==> config.mk <==
export PLATFORM = sky130hd
export DESIGN_NAME = ucode_loader
export DESIGN_NICKNAME = d
export VERILOG_FILES = /design/src/rtl/ucode_loader.sv
export SDC_FILE = /design/constraint.sdc
export NUM_CORES = 1
export LEC_CHECK = 0
export BUFFER_PORTS_ARGS = -buffer_cell sky130_fd_sc_hd__buf_4
export CORE_UTILIZATION = 55
export DETAILED_ROUTE_END_ITERATION = 7
export GPL_ROUTABILITY_DRIVEN = 0
export MAX_ROUTING_LAYER = met4
export PLACE_DENSITY = 0.77
export SLEW_MARGIN = 10
export SYNTH_ARGS = -nofsm -noshare
export SYNTH_HDL_FRONTEND = slang
export SYNTH_SLANG_ARGS = --single-unit
==> constraint.sdc <==
create_clock -name i_clk -period 2.5 [get_ports i_clk]
set_clock_uncertainty 0.15 [all_clocks]
set_input_delay 0.5 -clock i_clk [delete_from_list [all_inputs] [get_ports i_clk]]
set_output_delay 0.5 -clock i_clk [all_outputs]
set_load 0.005 [all_outputs]
==> src/rtl/ucode_loader.sv <==
// Framed byte-stream loader for the microcode store; holds microcode_exec in reset until an image is loaded.
// Define UCODE_LOADER_CSUM_EN to expect and verify a trailing XOR checksum byte.
module ucode_loader #(
    parameter int          DEPTH     = 129,
    parameter int          ADDR_W    = 8,
    parameter logic [7:0]  SYNC_BYTE = 8'hA5
) (
    input  logic              i_clk,
    input  logic              i_rst_n,
    input  logic              i_in_valid,
    input  logic [7:0]        i_in_data,
    output logic              o_in_ready,
    input  logic              i_restart,
    output logic              o_wr_en,
    output logic [ADDR_W-1:0] o_wr_addr,
    output logic [31:0]       o_wr_data,
    output logic              o_load_done,
    output logic              o_load_err,
    output logic              o_exec_reset
);

    localparam logic [2:0] S_SYNC  = 3'd0;
    localparam logic [2:0] S_COUNT = 3'd1;
    localparam logic [2:0] S_DATA  = 3'd2;
    localparam logic [2:0] S_CSUM  = 3'd3;
    localparam logic [2:0] S_DONE  = 3'd4;
    localparam logic [2:0] S_ERR   = 3'd5;

    logic [2:0]        r_state;
    logic [1:0]        r_byte_idx;
    logic [ADDR_W-1:0] r_word_idx;
    logic [ADDR_W-1:0] r_last_idx;
    logic [31:0]       r_word;
    logic              r_wr_en;
    logic [ADDR_W-1:0] r_wr_addr;
    logic [31:0]       r_wr_data;
    logic              r_load_done;
    logic              r_load_err;
    logic              r_exec_reset;
`ifdef UCODE_LOADER_CSUM_EN
    logic [7:0]        r_csum;
`endif

    logic        w_accept;
    logic        w_bad_count;
    logic [31:0] w_word_next;

    assign o_in_ready  = ((r_state == S_SYNC) || (r_state == S_COUNT) ||
                          (r_state == S_DATA) || (r_state == S_CSUM)) && !i_restart;
    assign w_accept    = i_in_valid && o_in_ready;
    assign w_bad_count = (i_in_data == 8'd0) || ({24'd0, i_in_data} > 32'(DEPTH));
    // Little-endian assembly: each new byte enters at the top and earlier bytes slide down.
    assign w_word_next = {i_in_data, r_word[31:8]};

    always_ff @(posedge i_clk or negedge i_rst_n) begin
        if (!i_rst_n) begin
            r_state      <= S_SYNC;
            r_byte_idx   <= 2'd0;
            r_word_idx   <= '0;
            r_last_idx   <= '0;
            r_word       <= 32'd0;
            r_wr_en      <= 1'b0;
            r_wr_addr    <= '0;
            r_wr_data    <= 32'd0;
            r_load_done  <= 1'b0;
            r_load_err   <= 1'b0;
            r_exec_reset <= 1'b1;
`ifdef UCODE_LOADER_CSUM_EN
            r_csum       <= 8'd0;
`endif
        end else begin
            r_wr_en <= 1'b0;
            if (i_restart) begin
                r_state      <= S_SYNC;
                r_byte_idx   <= 2'd0;
                r_word_idx   <= '0;
                r_load_done  <= 1'b0;
                r_load_err   <= 1'b0;
                r_exec_reset <= 1'b1;
`ifdef UCODE_LOADER_CSUM_EN
                r_csum       <= 8'd0;
`endif
            end else begin
                case (r_state)
                    S_SYNC: begin
                        if (w_accept && (i_in_data == SYNC_BYTE)) begin
                            r_state <= S_COUNT;
                        end
                    end
                    S_COUNT: begin
                        if (w_accept) begin
                            if (w_bad_count) begin
                                r_state    <= S_ERR;
                                r_load_err <= 1'b1;
                            end else begin
                                r_state    <= S_DATA;
                                r_last_idx <= ADDR_W'(i_in_data - 8'd1);
                                r_word_idx <= '0;
                                r_byte_idx <= 2'd0;
`ifdef UCODE_LOADER_CSUM_EN
                                r_csum     <= i_in_data;
`endif
                            end
                        end
                    end
                    S_DATA: begin
                        if (w_accept) begin
                            r_word     <= w_word_next;
                            r_byte_idx <= r_byte_idx + 2'd1;
`ifdef UCODE_LOADER_CSUM_EN
                            r_csum     <= r_csum ^ i_in_data;
`endif
                            if (r_byte_idx == 2'd3) begin
                                r_wr_en    <= 1'b1;
                                r_wr_addr  <= r_word_idx;
                                r_wr_data  <= w_word_next;
                                r_word_idx <= r_word_idx + 1'b1;
                                if (r_word_idx == r_last_idx) begin
`ifdef UCODE_LOADER_CSUM_EN
                                    r_state <= S_CSUM;
`else
                                    r_state <= S_DONE;
`endif
                                end
                            end
                        end
                    end
                    S_CSUM: begin
`ifdef UCODE_LOADER_CSUM_EN
                        if (w_accept) begin
                            if (i_in_data == r_csum) begin
                                r_state      <= S_DONE;
                                r_load_done  <= 1'b1;
                                r_exec_reset <= 1'b0;
                            end else begin
                                r_state    <= S_ERR;
                                r_load_err <= 1'b1;
                            end
                        end
`else
                        r_state <= S_ERR;
                        r_load_err <= 1'b1;
`endif
                    end
                    S_DONE: begin
                        // Without a checksum byte, done lags entry by a cycle so the last write strobe leads it.
                        r_load_done  <= 1'b1;
                        r_exec_reset <= 1'b0;
                    end
                    default: begin
                    end
                endcase
            end
        end
    end

    assign o_wr_en      = r_wr_en;
    assign o_wr_addr    = r_wr_addr;
    assign o_wr_data    = r_wr_data;
    assign o_load_done  = r_load_done;
    assign o_load_err   = r_load_err;
    assign o_exec_reset = r_exec_reset;

endmodule

* After elaboration in Yosys (flattened, before gate mapping) *
Cells that the tools add are included.

operators by class
  order comparisons = 1
  eq/ne operators = 14
  $add $sub $neg = 3
  reductions and logical operators = 21
  bitwise logic cells = 2
  muxes and demuxes = 31

operator list
  cell                                                   count
  two-way mux 8 bit                                      5
  two-way mux 3 bit                                      7
  one-hot mux 8 bit (2 select lines)                     1
  != test 3 bit (second input constant)                  4
  one-hot mux 3 bit (4 select lines)                     1
  AND reduction 4 bit                                    3
  two-way mux 1 bit                                      11
  != test 3 x 2 -> 1 bit (second input constant)         3
  adder 8 x 1 -> 8 bit (second input constant)           1
  equality test 8 bit                                    1
  equality test 8 bit (second input constant)            1
  greater-than comparator 8 bit (second input constant)  1
  zero test 8 bit                                        1
  two-way mux 2 bit                                      4
  subtractor 8 x 1 -> 8 bit (second input constant)      1
  equality test 3 x 2 -> 1 bit (second input constant)   2
  AND reduction 3 bit                                    2
  AND reduction 6 bit                                    1
  nonzero test 3 bit                                     2
  AND reduction 5 bit                                    1
  nonzero test 5 bit                                     1
  logical OR 1 bit                                       4
  one-hot mux 2 bit (2 select lines)                     1
  equality test 3 x 1 -> 1 bit (second input constant)   1
  9 further kinds                                        12

storage, ports and cells
  logic and storage cells = 83
  output and inout port bits = 45
  bits of input ports = 12
  register bits after elaboration = 97

* Logic depth before layout (Yosys ltp) *
  depth after elaboration = 10
  depth in mapped cells = 9
  depth with buffers taken out = 7

* Worst setup path before layout *
No wires, ideal clock.

  path kind = input-to-reg
  start point = input port i_in_data[2]
  end point = register r_last_idx[0]
  setup slack = 0.059 ns
  arrival time = 2.166 ns
  path buffers = 1
  library setup time = 0.125 ns
  cell stages on the path = 6
  required time = 2.225 ns
  cells stage by stage = buf_6 or4_4 o21ai_2 o211ai_2 nor3_4 mux2_2

between the ends
  longest elaborated chain between the ends = 4
  elaborated cells between the ends (all ways) = 5
  classes of those cells = order compare: 1; bitwise: 1; reduce/logical: 3

RTL lines
  element                                                                  RTL line  text
  from (decl)                                                              11        input logic [7:0] i_in_data,
  greater-than comparator 8 bit / zero test 8 bit (equally long branches)  51        assign w_bad_count = (i_in_data == 8'd0) || ({24'd0, i_in_data} > 32'(DEPTH));
  logical OR 1 bit (*)                                                     51
  inverter 1 bit (no source line) (*)                                      -
  AND reduction 4 bit (no source line) (*)                                 -
  to (signal assigned)                                                     97        r_last_idx <= ADDR_W'(i_in_data - 8'd1);
  to (decl)                                                                32        logic [ADDR_W-1:0] r_last_idx;

Every way passes the cells marked *; elsewhere a longest branch is shown, timed or not.
A chain may end at the register's enable or synchronous reset.

==> impl_metrics.tcl <==
set metrics [dict create \
    dp.cells 497 \
    firstDrtPassIters 4 \
    antenna_cells 0 \
    start_kind "register" \
    finalSetupViolations 0 \
    p_per_area_nw_per_um2 751 \
    area_growth_pct 22.6 \
    crit_type "reg -> reg" \
    grt_start_max_net_pins 48 \
    vias 2771 \
    syn-mean-instance-area_um2 11.4 \
    drive_above_1_share_pct 34.7 \
    drc 0 \
    syn_area_um2 3880 \
    cts_tree "done" \
    overflow 0 \
    cts_buffer_depth 2 \
    die_area_um2 7390 \
    tightest_slew_ps 565 \
    clock_latency_ps 360 \
    status "completed" \
    cts.sinks 89 \
    crit_arrival_ps 2360 \
    routed_wl_um 8000 \
    synth_edf_count 0 \
    place.detailed.hpwl_um 5590 \
    grt_pass1_vias 2686 \
    ir_drop_mv 0.538 \
    whs_ps 240 \
    io_buffers 56 \
    core.rowCount 30 \
    final.period_utilization_pct 90.5 \
    grt_use_total_pct 24.4 \
    synth_fp_nets 358 \
    ioPinCount 57 \
    start_util_pct 57.1 \
    ys_ff_latch 89 \
    critPathRequiredTime_ps 2600 \
    fin_crit_ps 2260 \
    wire_per_inst_um 15.6 \
    fp.coreArea_um2 6790 \
    drt_iter0_drc 205 \
    cp-end-kind "register" \
    dieHeight_um 86.0 \
    nNetsFinal 430 \
    ys_seq_area_share_pct 57.5 \
    rsz0062_at_grt "no" \
    finalSetupTns_ps 0 \
    cts-root-buf "clkbuf_8" \
    antenna_left 0 \
    synthCells 341 \
    synth_cell_type_count 43 \
    synth-async-reset-ratio_pct 100 \
    critPathMaxFanout 8 \
    hold_path.class "in -> reg" \
    synth_ff_type "dfrtp_1" \
    fin_cells 514 \
    leakagePower_nw 2.49 \
    die_w_um 86.0 \
    h-tree-depth 3 \
    grt_antenna_before_repair 0 \
    slew-limit-headroom_pct 62.4 \
    path_clk_slew_ps 90 \
    grt_pass1_wl_um 13400 \
    cts_buffers 9 \
    vias_per_cell 5.39 \
    finalHoldViolCount 0 \
    yosys_warnings 0 \
    drv_slew 0 \
    cap_viol_max_count 0 \
    max_freq_mhz 442 \
]
-- synthesized netlist by cell type, drive strengths merged (2+ instances only) --
master / n / area (um2)
a31oi: 2 / 12.5
a21oi: 4 / 20.0
nor4: 4 / 25.0
dfrtp: 88 / 2200
o21bai: 2 / 15.0
o211ai: 2 / 20.0
nand4b: 2 / 17.5
nor2: 12 / 47.6
xnor2: 2 / 17.5
ha: 5 / 62.6
mux2i: 2 / 20.0
xor2: 12 / 105
nor2b: 2 / 12.5
o21ai: 19 / 98.9
nor3: 4 / 31.3
and4: 2 / 17.5
nand3: 3 / 15.0
or4: 3 / 26.3
buf: 8 / 52.6
inv: 6 / 22.5
nand4: 2 / 12.5
o31ai: 4 / 30.0
o41ai: 2 / 17.5
nand2: 84 / 315
clkbuf: 7 / 26.3
mux2: 47 / 529
-- area by class of cell --
cell class,instances,area [um2]
sequential,89,2230
fill,469,2040
multi-input combinational,230,1540
timing repair buffer,76,611
clock buffer,9,124
tap,96,120
clock inverter,7,100
inverter,7,26.3
-- timing repair --
item,in CTS,in global routing
gates resized for setup,0,0
buffers inserted,0,0
hold buffers,1,0
setup endpoints to repair,0,0
hold endpoints to repair,2,0
-- logic make-up (layout without fill, tap and decap cells) --
kind of cell	after synthesis	count (layout)	synth area share, %
multiplexers	49	49	14.2
XOR/XNOR	14	14	3.16
AO/OA/AOI/OAI	41	41	6.81
buffers and inverters	22	99	2.71
adder cells (fa/ha/maj)	5	5	1.61
AND/OR/NAND/NOR	121	121	14.0
flip-flops	89	89	57.5
-- worst paths after layout --
kind	depth (start not counted)	slack (ps)	start	end
setup reg to reg	7	240	r_byte_idx[0]$_DFFE_PN0P_	r_last_idx[0]$_DFFE_PN0P_
setup / recovery	7	240	r_byte_idx[0]$_DFFE_PN0P_	r_last_idx[0]$_DFFE_PN0P_
hold / removal	3	240	i_in_data[3]	r_word[27]$_DFFE_PN0P_
min in group asynchronous	2	530	i_rst_n	o_wr_en$_DFF_PN0_
max in group asynchronous	3	1030	i_rst_n	r_word[23]$_DFFE_PN0P_
hold reg to reg	2	330	r_word[12]$_DFFE_PN0P_	r_word[12]$_DFFE_PN0P_
-- layout by cell type (no fill, tap or decap), types with 3 or more instances in the layout --
cell	instances
a21oi_1	4
buf_12	3
buf_4	72
clkbuf_8	9
dfrtp_1	88
ha_1	5
inv_1	6
inv_6	3
mux2_2	47
nand2_1	84
nand3_1	3
nor2_1	11
nor3_1	3
nor4_1	4
o21ai_0	18
o31ai_1	4
xor2_1	12
-- flip-flops by register name, indices dropped and copies added (netlist names), 2 cells and up --
name	flops
o_wr_data	32
r_word	24
o_wr_addr	8
r_last_idx	8
r_word_idx	8
r_state	3
r_byte_idx	2
-- routing by layer --
metal / GRT usage (%) / part of all wire [%]
met3: 5.97 / 5.6
met1: 33.5 / 45
met2: 36.4 / 48
met4: 6.82 / 1.4
met5: - / 0
-- where the power goes --
| part | total [W] | internal [W] | switching [W] |
|---|---|---|---|
| combinational | 0.000615 | 0.000290 | 0.000325 |
| sequential | 0.00185 | 0.00166 | 0.000192 |
| clock | 0.00111 | 0.000574 | 0.000533 |
| total | 0.00357 | 0.00252 | 0.00105 |
-- critical path: stages, from the launching register on --
cell and delay [ps]:
dfrtp_1 400, ha_1 300, a21boi_0 220, mux2i_1 100, o32ai_1 440, nor3_4 70, buf_4 180, mux2_2 280
-- metrics by stage --
step | setup slack [ps] | instance area (um2) | util [%] | power, W
floorplan | 58.9 | 3880 | - | 0.00221
global placement | 57.4 | 4520 | 66.5 | 0.00244
detailed placement | 5.76 | 4520 | 66.5 | 0.00248
CTS | 227 | 4750 | 69.9 | 0.00359
global route | 111 | 4750 | 69.9 | 0.00376
finish | 238 | 4750 | 69.9 | 0.00357
Note: power is estimated with default switching activity, not from simulation.
